--- src/rtl/tx_response_scheduler_if.sv ---
// Response-path bus between the RF/ALU producers, the scheduler and the UART TX path.
// master drives responses and the TX busy flag; slave is the scheduler.
interface tx_response_scheduler_if #(
   parameter int DATA_WIDTH = 8
);
   logic [DATA_WIDTH-1:0]   RF_RdData;
   logic                    RF_RdData_VLD;
   logic [2*DATA_WIDTH-1:0] ALU_OUT;
   logic                    ALU_OUT_VLD;
   logic                    UART_TX_Busy;
   logic [DATA_WIDTH-1:0]   UART_TX_DATA;
   logic                    UART_TX_VLD;
   logic                    SCHED_BUSY;
   logic                    DROP_ERR;
   logic                    TO_ERR;

   modport master (
      output RF_RdData,
      output RF_RdData_VLD,
      output ALU_OUT,
      output ALU_OUT_VLD,
      output UART_TX_Busy,
      input  UART_TX_DATA,
      input  UART_TX_VLD,
      input  SCHED_BUSY,
      input  DROP_ERR,
      input  TO_ERR
   );

   modport slave (
      input  RF_RdData,
      input  RF_RdData_VLD,
      input  ALU_OUT,
      input  ALU_OUT_VLD,
      input  UART_TX_Busy,
      output UART_TX_DATA,
      output UART_TX_VLD,
      output SCHED_BUSY,
      output DROP_ERR,
      output TO_ERR
   );
endinterface

--- src/rtl/tx_response_scheduler.sv ---
// Round-robin RF/ALU response scheduler serialising bytes into the UART TX path,
// paced by the TX busy flag, with drop and busy-rise timeout error pulses.
module tx_response_scheduler #(
   parameter int DATA_WIDTH = 8,
   parameter int TIMEOUT_W  = 16
) (
   input logic CLK,
   input logic RST,
   tx_response_scheduler_if.slave bus
);
   localparam int AW = 2 * DATA_WIDTH;
   localparam logic [TIMEOUT_W-1:0] TO_PRE =
      {{(TIMEOUT_W-1){1'b1}}, 1'b0};

   typedef enum logic [1:0] {
      IDLE,
      SEND,
      WAIT_HI,
      WAIT_LO
   } state_t;

   state_t                state;
   logic                  rf_v;
   logic [DATA_WIDTH-1:0] rf_d;
   logic                  alu_v;
   logic [AW-1:0]         alu_d;
   logic [AW-1:0]         tx_buf;
   logic [1:0]            byte_cnt;
   logic [TIMEOUT_W-1:0]  to_cnt;
   logic                  last_alu;

   logic grant_ok;
   logic gnt_rf;
   logic gnt_alu;
   logic rf_cap;
   logic alu_cap;
   logic rf_drop;
   logic alu_drop;
   logic to_hit;
   logic byte_done;

   assign grant_ok = (state == IDLE) && !bus.UART_TX_Busy;
   assign gnt_rf   = grant_ok && rf_v && (!alu_v || last_alu);
   assign gnt_alu  = grant_ok && alu_v && (!rf_v || !last_alu);

   // A slot being granted this cycle can accept a refill.
   assign rf_cap   = bus.RF_RdData_VLD && (!rf_v || gnt_rf);
   assign alu_cap  = bus.ALU_OUT_VLD && (!alu_v || gnt_alu);
   assign rf_drop  = bus.RF_RdData_VLD && !rf_cap;
   assign alu_drop = bus.ALU_OUT_VLD && !alu_cap;

   // Timeout completes the byte as if busy had pulsed.
   assign to_hit    = (state == WAIT_HI) && !bus.UART_TX_Busy &&
                      (to_cnt == TO_PRE);
   assign byte_done = to_hit ||
                      ((state == WAIT_LO) && !bus.UART_TX_Busy);

   always_ff @(posedge CLK) begin
      if (!RST) begin
         state            <= IDLE;
         rf_v             <= 1'b0;
         rf_d             <= '0;
         alu_v            <= 1'b0;
         alu_d            <= '0;
         tx_buf           <= '0;
         byte_cnt         <= 2'd0;
         to_cnt           <= '0;
         last_alu         <= 1'b1;
         bus.UART_TX_DATA <= '0;
         bus.UART_TX_VLD  <= 1'b0;
         bus.SCHED_BUSY   <= 1'b0;
         bus.DROP_ERR     <= 1'b0;
         bus.TO_ERR       <= 1'b0;
      end else begin
         bus.DROP_ERR    <= rf_drop || alu_drop;
         bus.TO_ERR      <= to_hit;
         bus.UART_TX_VLD <= 1'b0;

         if (rf_cap) begin
            rf_v <= 1'b1;
            rf_d <= bus.RF_RdData;
         end else if (gnt_rf) begin
            rf_v <= 1'b0;
         end

         if (alu_cap) begin
            alu_v <= 1'b1;
            alu_d <= bus.ALU_OUT;
         end else if (gnt_alu) begin
            alu_v <= 1'b0;
         end

         unique case (state)
            IDLE: begin
               if (gnt_rf || gnt_alu) begin
                  state           <= SEND;
                  bus.UART_TX_VLD <= 1'b1;
                  bus.SCHED_BUSY  <= 1'b1;
                  last_alu        <= gnt_alu;
                  if (gnt_alu) begin
                     tx_buf           <= alu_d;
                     byte_cnt         <= 2'd2;
                     bus.UART_TX_DATA <= alu_d[DATA_WIDTH-1:0];
                  end else begin
                     tx_buf           <= {{DATA_WIDTH{1'b0}}, rf_d};
                     byte_cnt         <= 2'd1;
                     bus.UART_TX_DATA <= rf_d;
                  end
               end
            end
            SEND: begin
               state  <= WAIT_HI;
               to_cnt <= '0;
            end
            WAIT_HI: begin
               if (bus.UART_TX_Busy) begin
                  state <= WAIT_LO;
               end else begin
                  to_cnt <= to_cnt + 1'b1;
               end
            end
            WAIT_LO: begin
               state <= WAIT_LO;
            end
            default: state <= IDLE;
         endcase

         if (byte_done) begin
            if (byte_cnt == 2'd2) begin
               tx_buf           <= tx_buf >> DATA_WIDTH;
               byte_cnt         <= 2'd1;
               bus.UART_TX_DATA <= tx_buf[AW-1:DATA_WIDTH];
               bus.UART_TX_VLD  <= 1'b1;
               state            <= SEND;
            end else begin
               byte_cnt       <= 2'd0;
               bus.SCHED_BUSY <= 1'b0;
               state          <= IDLE;
            end
         end
      end
   end
endmodule
--- src/flat_wrapper.sv ---
// flat-port wrapper written by rule: the top's interface ports become plain ports
module tx_response_scheduler_flat 
#(
   parameter int DATA_WIDTH = 8,
   parameter int TIMEOUT_W  = 16
)
  (CLK, RST, bus_RF_RdData, bus_RF_RdData_VLD, bus_ALU_OUT, bus_ALU_OUT_VLD, bus_UART_TX_Busy, bus_UART_TX_DATA, bus_UART_TX_VLD, bus_SCHED_BUSY, bus_DROP_ERR, bus_TO_ERR);
  tx_response_scheduler_if #(.DATA_WIDTH(DATA_WIDTH)) bus_i ();
  input logic CLK;
  input logic RST;
  input wire logic [$bits(bus_i.RF_RdData)-1:0] bus_RF_RdData;
  input wire logic [$bits(bus_i.RF_RdData_VLD)-1:0] bus_RF_RdData_VLD;
  input wire logic [$bits(bus_i.ALU_OUT)-1:0] bus_ALU_OUT;
  input wire logic [$bits(bus_i.ALU_OUT_VLD)-1:0] bus_ALU_OUT_VLD;
  input wire logic [$bits(bus_i.UART_TX_Busy)-1:0] bus_UART_TX_Busy;
  output wire logic [$bits(bus_i.UART_TX_DATA)-1:0] bus_UART_TX_DATA;
  output wire logic [$bits(bus_i.UART_TX_VLD)-1:0] bus_UART_TX_VLD;
  output wire logic [$bits(bus_i.SCHED_BUSY)-1:0] bus_SCHED_BUSY;
  output wire logic [$bits(bus_i.DROP_ERR)-1:0] bus_DROP_ERR;
  output wire logic [$bits(bus_i.TO_ERR)-1:0] bus_TO_ERR;
  assign bus_i.RF_RdData = bus_RF_RdData;
  assign bus_i.RF_RdData_VLD = bus_RF_RdData_VLD;
  assign bus_i.ALU_OUT = bus_ALU_OUT;
  assign bus_i.ALU_OUT_VLD = bus_ALU_OUT_VLD;
  assign bus_i.UART_TX_Busy = bus_UART_TX_Busy;
  assign bus_UART_TX_DATA = bus_i.UART_TX_DATA;
  assign bus_UART_TX_VLD = bus_i.UART_TX_VLD;
  assign bus_SCHED_BUSY = bus_i.SCHED_BUSY;
  assign bus_DROP_ERR = bus_i.DROP_ERR;
  assign bus_TO_ERR = bus_i.TO_ERR;
  tx_response_scheduler #(.DATA_WIDTH(DATA_WIDTH), .TIMEOUT_W(TIMEOUT_W)) u_core (.CLK(CLK), .RST(RST), .bus(bus_i));
endmodule
--- config.mk ---
export PLATFORM = sky130hd
export DESIGN_NAME = tx_response_scheduler_flat
export DESIGN_NICKNAME = d
export VERILOG_FILES = /design/src/rtl/tx_response_scheduler_if.sv /design/src/rtl/tx_response_scheduler.sv /design/src/flat_wrapper.sv
export SDC_FILE = /design/constraint.sdc
export NUM_CORES = 1
export LEC_CHECK = 0
export CORE_ASPECT_RATIO = 0.75
export CORE_MARGIN = 2
export CORE_UTILIZATION = 58
export DETAILED_ROUTE_END_ITERATION = 10
export GPL_ROUTABILITY_DRIVEN = 0
export PLACE_DENSITY = 0.91
export SETUP_SLACK_MARGIN = 0.05
export SLEW_MARGIN = 20
export SYNTH_ARGS = -nofsm -noshare
export SYNTH_HDL_FRONTEND = slang
export SYNTH_SLANG_ARGS = --single-unit
export TNS_END_PERCENT = 5
--- constraint.sdc ---
create_clock -name CLK -period 3.8 [get_ports CLK]
set_input_delay 0.76 -clock CLK [delete_from_list [all_inputs] [get_ports CLK]]
set_output_delay 0.76 -clock CLK [all_outputs]
set_load 0.01 [all_outputs]
==> impl_metrics.toml <==
[hold_path]
hp-class = "flip-flop to flip-flop"
whs_endpoint = "u_core.bus.SCHED_BUSY$_SDFF_PN0_"
hold_depth = 2
hold_start = "u_core.bus.SCHED_BUSY$_SDFF_PN0_"

[synthesis]
syn_nets = 352
synth_area_mm2 = 0.00288
synthDistinctLibCells = 38
synthTopCellsByCount = "67 x dfxtp_1, 50 x nand2_1, 19 x nor2_1, 18 x a21boi_0, 17 x and3_1"
yosysWarnings = 0
yosysMostFrequentCell = "dfxtp_1"
synthTopCellsByArea = "dfxtp_1 47%, nand2_1 6.5%, a221o_1 5.6%"
yosysTopAreaCell = "dfxtp_1"
synth_cells = 321
synthFlopType = "dfxtp_1"
yosys.area.top_type_share = 0.466
ys_ff_latch = 67
syn_avg_cell_area_um2 = 8.96
ys_async_sr_fraction = 0
ys_seq_area_frac = 0.466
synth_edf_count = 0

[critical_path]
path_cells = "clkdlybuf4s50_1, or3b_1, or4_4, o311ai_4, nor2b_2, a221o_1"
worstSetupPathType = "primary input to flip-flop"
r2r-start = "u_core.state[1]$_SDFFE_PN0P_"
crit_path_max_fanout = 10
rr_endpoint = "u_core.bus.UART_TX_DATA[3]$_SDFF_PN0_"
r2r_slack_ns = 1.15
worstRegToRegCells = 5
cp_top_family = "simple AND/OR/NAND/NOR gates"
cp_slowest_cell = "or4_4"
critPathMaxStageDelay_ns = 0.61
crit_buf_inv = 1
critPathLaunchType = "primary input"
endpoint_kind = "flip-flop"
crit_required_ns = 4.04
cp.arrival_ns = 3.35

[sta]
relSlewSlack = 0.298
fin_crit_ns = 3.11
final-hold-violation-count = 0
rsz0062_at_grt = "no"
tns_ns = 0
finalMaxSlewViolations = 0
fin_ws_ns = 0.691
fmax_ghz = 0.322
fin_crit_sh = 0.818
finalSetupViolCount = 0
fin_skew_ns = 0.0103
tightestPinTransition_ns = 1.05
hold_ws_ns = 0.465

[clock_tree]
clock_path_buffers = 2
insertion_delay_ns = 0.35
clk_pin_slew_ns = 0.08
clock-sinks = 67
cts_max_level = 3
hold_buffers = 0
ctsResizeCount = 0
postCtsSetupBuffers = 0
root_buffer = "clkbuf_8"
cts_tree = "done"
cts_made_buffers = 9

[floorplanning]
die_width_um = 85.3
core-area_mm2 = 0.00484
die_h_um = 65.0
initial_utilization = 0.594
placementRows = 22
ioPinCount = 41
dieArea_mm2 = 0.00554

[route]
final_antenna_net_count = 0
first_iter_violations = 254
drc = 0
dr.pass1.iters = 6
vias = 2524
wl_per_cell_um = 15.7
route.final.wire_length_um = 6660
via_per_inst = 5.97

[finish]
n_antenna_cell = 0
final_layout_size_suffix_gt1_frac = 0.0634
nFillCells = 357
areaGrowthSynthToFinish_pct = 23.2
post-route-cell-area_mm2 = 0.00354
finalNonFillerCells = 423
fin_nets = 389
utilization = 0.731

[place]
dp_hpwl_um = 4580
numPortBuffers = 40
place_inst = 407
dpl-instance-area_mm2 = 0.00330
place_ws_ns = 0.347

[global_route]
antenna_found_initial = 0
grt_util_all_layers = 0.256
grt_max_degree = 45
grt_overflow = 0
grt_pass1_wl_um = 10800
first_global_vias = 2190

[run_status]
outcome = "completed"

[pwr]
power-per-cell-area_mw_per_mm2 = 458
irDropWorstVdd_v = 0.000304
total_power_mw = 1.62
leakage_nw = 1.42

[flow_run]
maxCapViolations = 0
==> final cells by class <==
| class | instances | area [um^2] | share of cell area |
|---|---|---|---|
| Multi-Input combinational cell | 231 | 1430 | 0.405 |
| Sequential cell | 67 | 1340 | 0.379 |
| Timing Repair Buffer | 43 | 423 | 0.119 |
| Clock buffer | 9 | 124 | 0.0350 |
| Clock inverter | 7 | 124 | 0.0350 |
| Tap cell | 60 | 75.1 | 0.0212 |
| Inverter | 6 | 22.5 | 0.00636 |
==> power by group <==
group          leakage [nW]  total, mW  switching, mW  internal, mW
logic                 0.759      0.141         0.0714        0.0696
registers             0.546      0.749         0.0199         0.729
clock network         0.120      0.733          0.292         0.441
total                  1.42       1.62          0.383          1.24
==> kinds of logic after synthesis <==
kind of cell    share of synthesized area
simple gates                        0.250
compound gates                      0.193
flops                               0.466
buf+inv                            0.0352
mux                                0.0348
xor+xnor                           0.0122
fa+ha+maj                         0.00870
==> metal layers <==
metal / global-route usage / vias to the layer above / part of all wire / wire length [um]
met3: 0.0955 / 12 / 0.083 / 555
li1: - / 1230 / - / -
met5: 0 / - / 0 / 0
met4: 0.0675 / 0 / 0.0099 / 66
met2: 0.341 / 115 / 0.42 / 2790
met1: 0.382 / 1167 / 0.49 / 3250
==> layout by cell type, fill, tap and decap left out, drive strengths merged, types with 2 or more instances in the layout <==
cell,count
a21oi,7
or3,2
nor2,19
a31oi,3
dfxtp,67
a221o,16
clkbuf,9
bufinv,3
nor2b,13
and3,17
ha,2
nand4,8
clkdlybuf4s50,40
xor2,4
nand3,12
and2,7
buf,3
a22oi,8
a21boi,19
nand2b,3
o21ai,14
o21a,3
nand2,50
nor3,4
inv,8
mux2i,10
==> registers in the layout (all words and copies together) (netlist names), 2 cells and up <==
register and flops:
u_core.tx_buf 8, u_core.bus.UART_TX_DATA 8, u_core.state 2, u_core.rf_d 8, u_core.byte_cnt 2, u_core.alu_d 16, u_core.to_cnt 16
==> worst register-to-register path: stages (launching register included) <==
cell and delay (ns):
dfxtp_1 0.42, or3b_1 0.53, or4_4 0.62, o311ai_4 0.42, nor2b_2 0.17, a221o_1 0.39
==> how the worst max path moves through the flow <==
stage,start,endpoint,slack (ns),cells after the start
after floorplan,bus_UART_TX_Busy,u_core.bus.UART_TX_DATA[0]$_SDFF_PN0_,0.99,7
final,bus_UART_TX_Busy,u_core.bus.UART_TX_DATA[3]$_SDFF_PN0_,0.69,6
after global routing,bus_UART_TX_Busy,u_core.bus.UART_TX_DATA[4]$_SDFF_PN0_,0.62,6
after detailed placement,bus_UART_TX_Busy,u_core.bus.UART_TX_DATA[3]$_SDFF_PN0_,0.35,6
after global placement,bus_UART_TX_Busy,u_core.bus.UART_TX_DATA[3]$_SDFF_PN0_,0.44,6
after CTS,bus_UART_TX_Busy,u_core.bus.UART_TX_DATA[3]$_SDFF_PN0_,0.71,6
No activity file was read; power rests on OpenSTA's default activity.
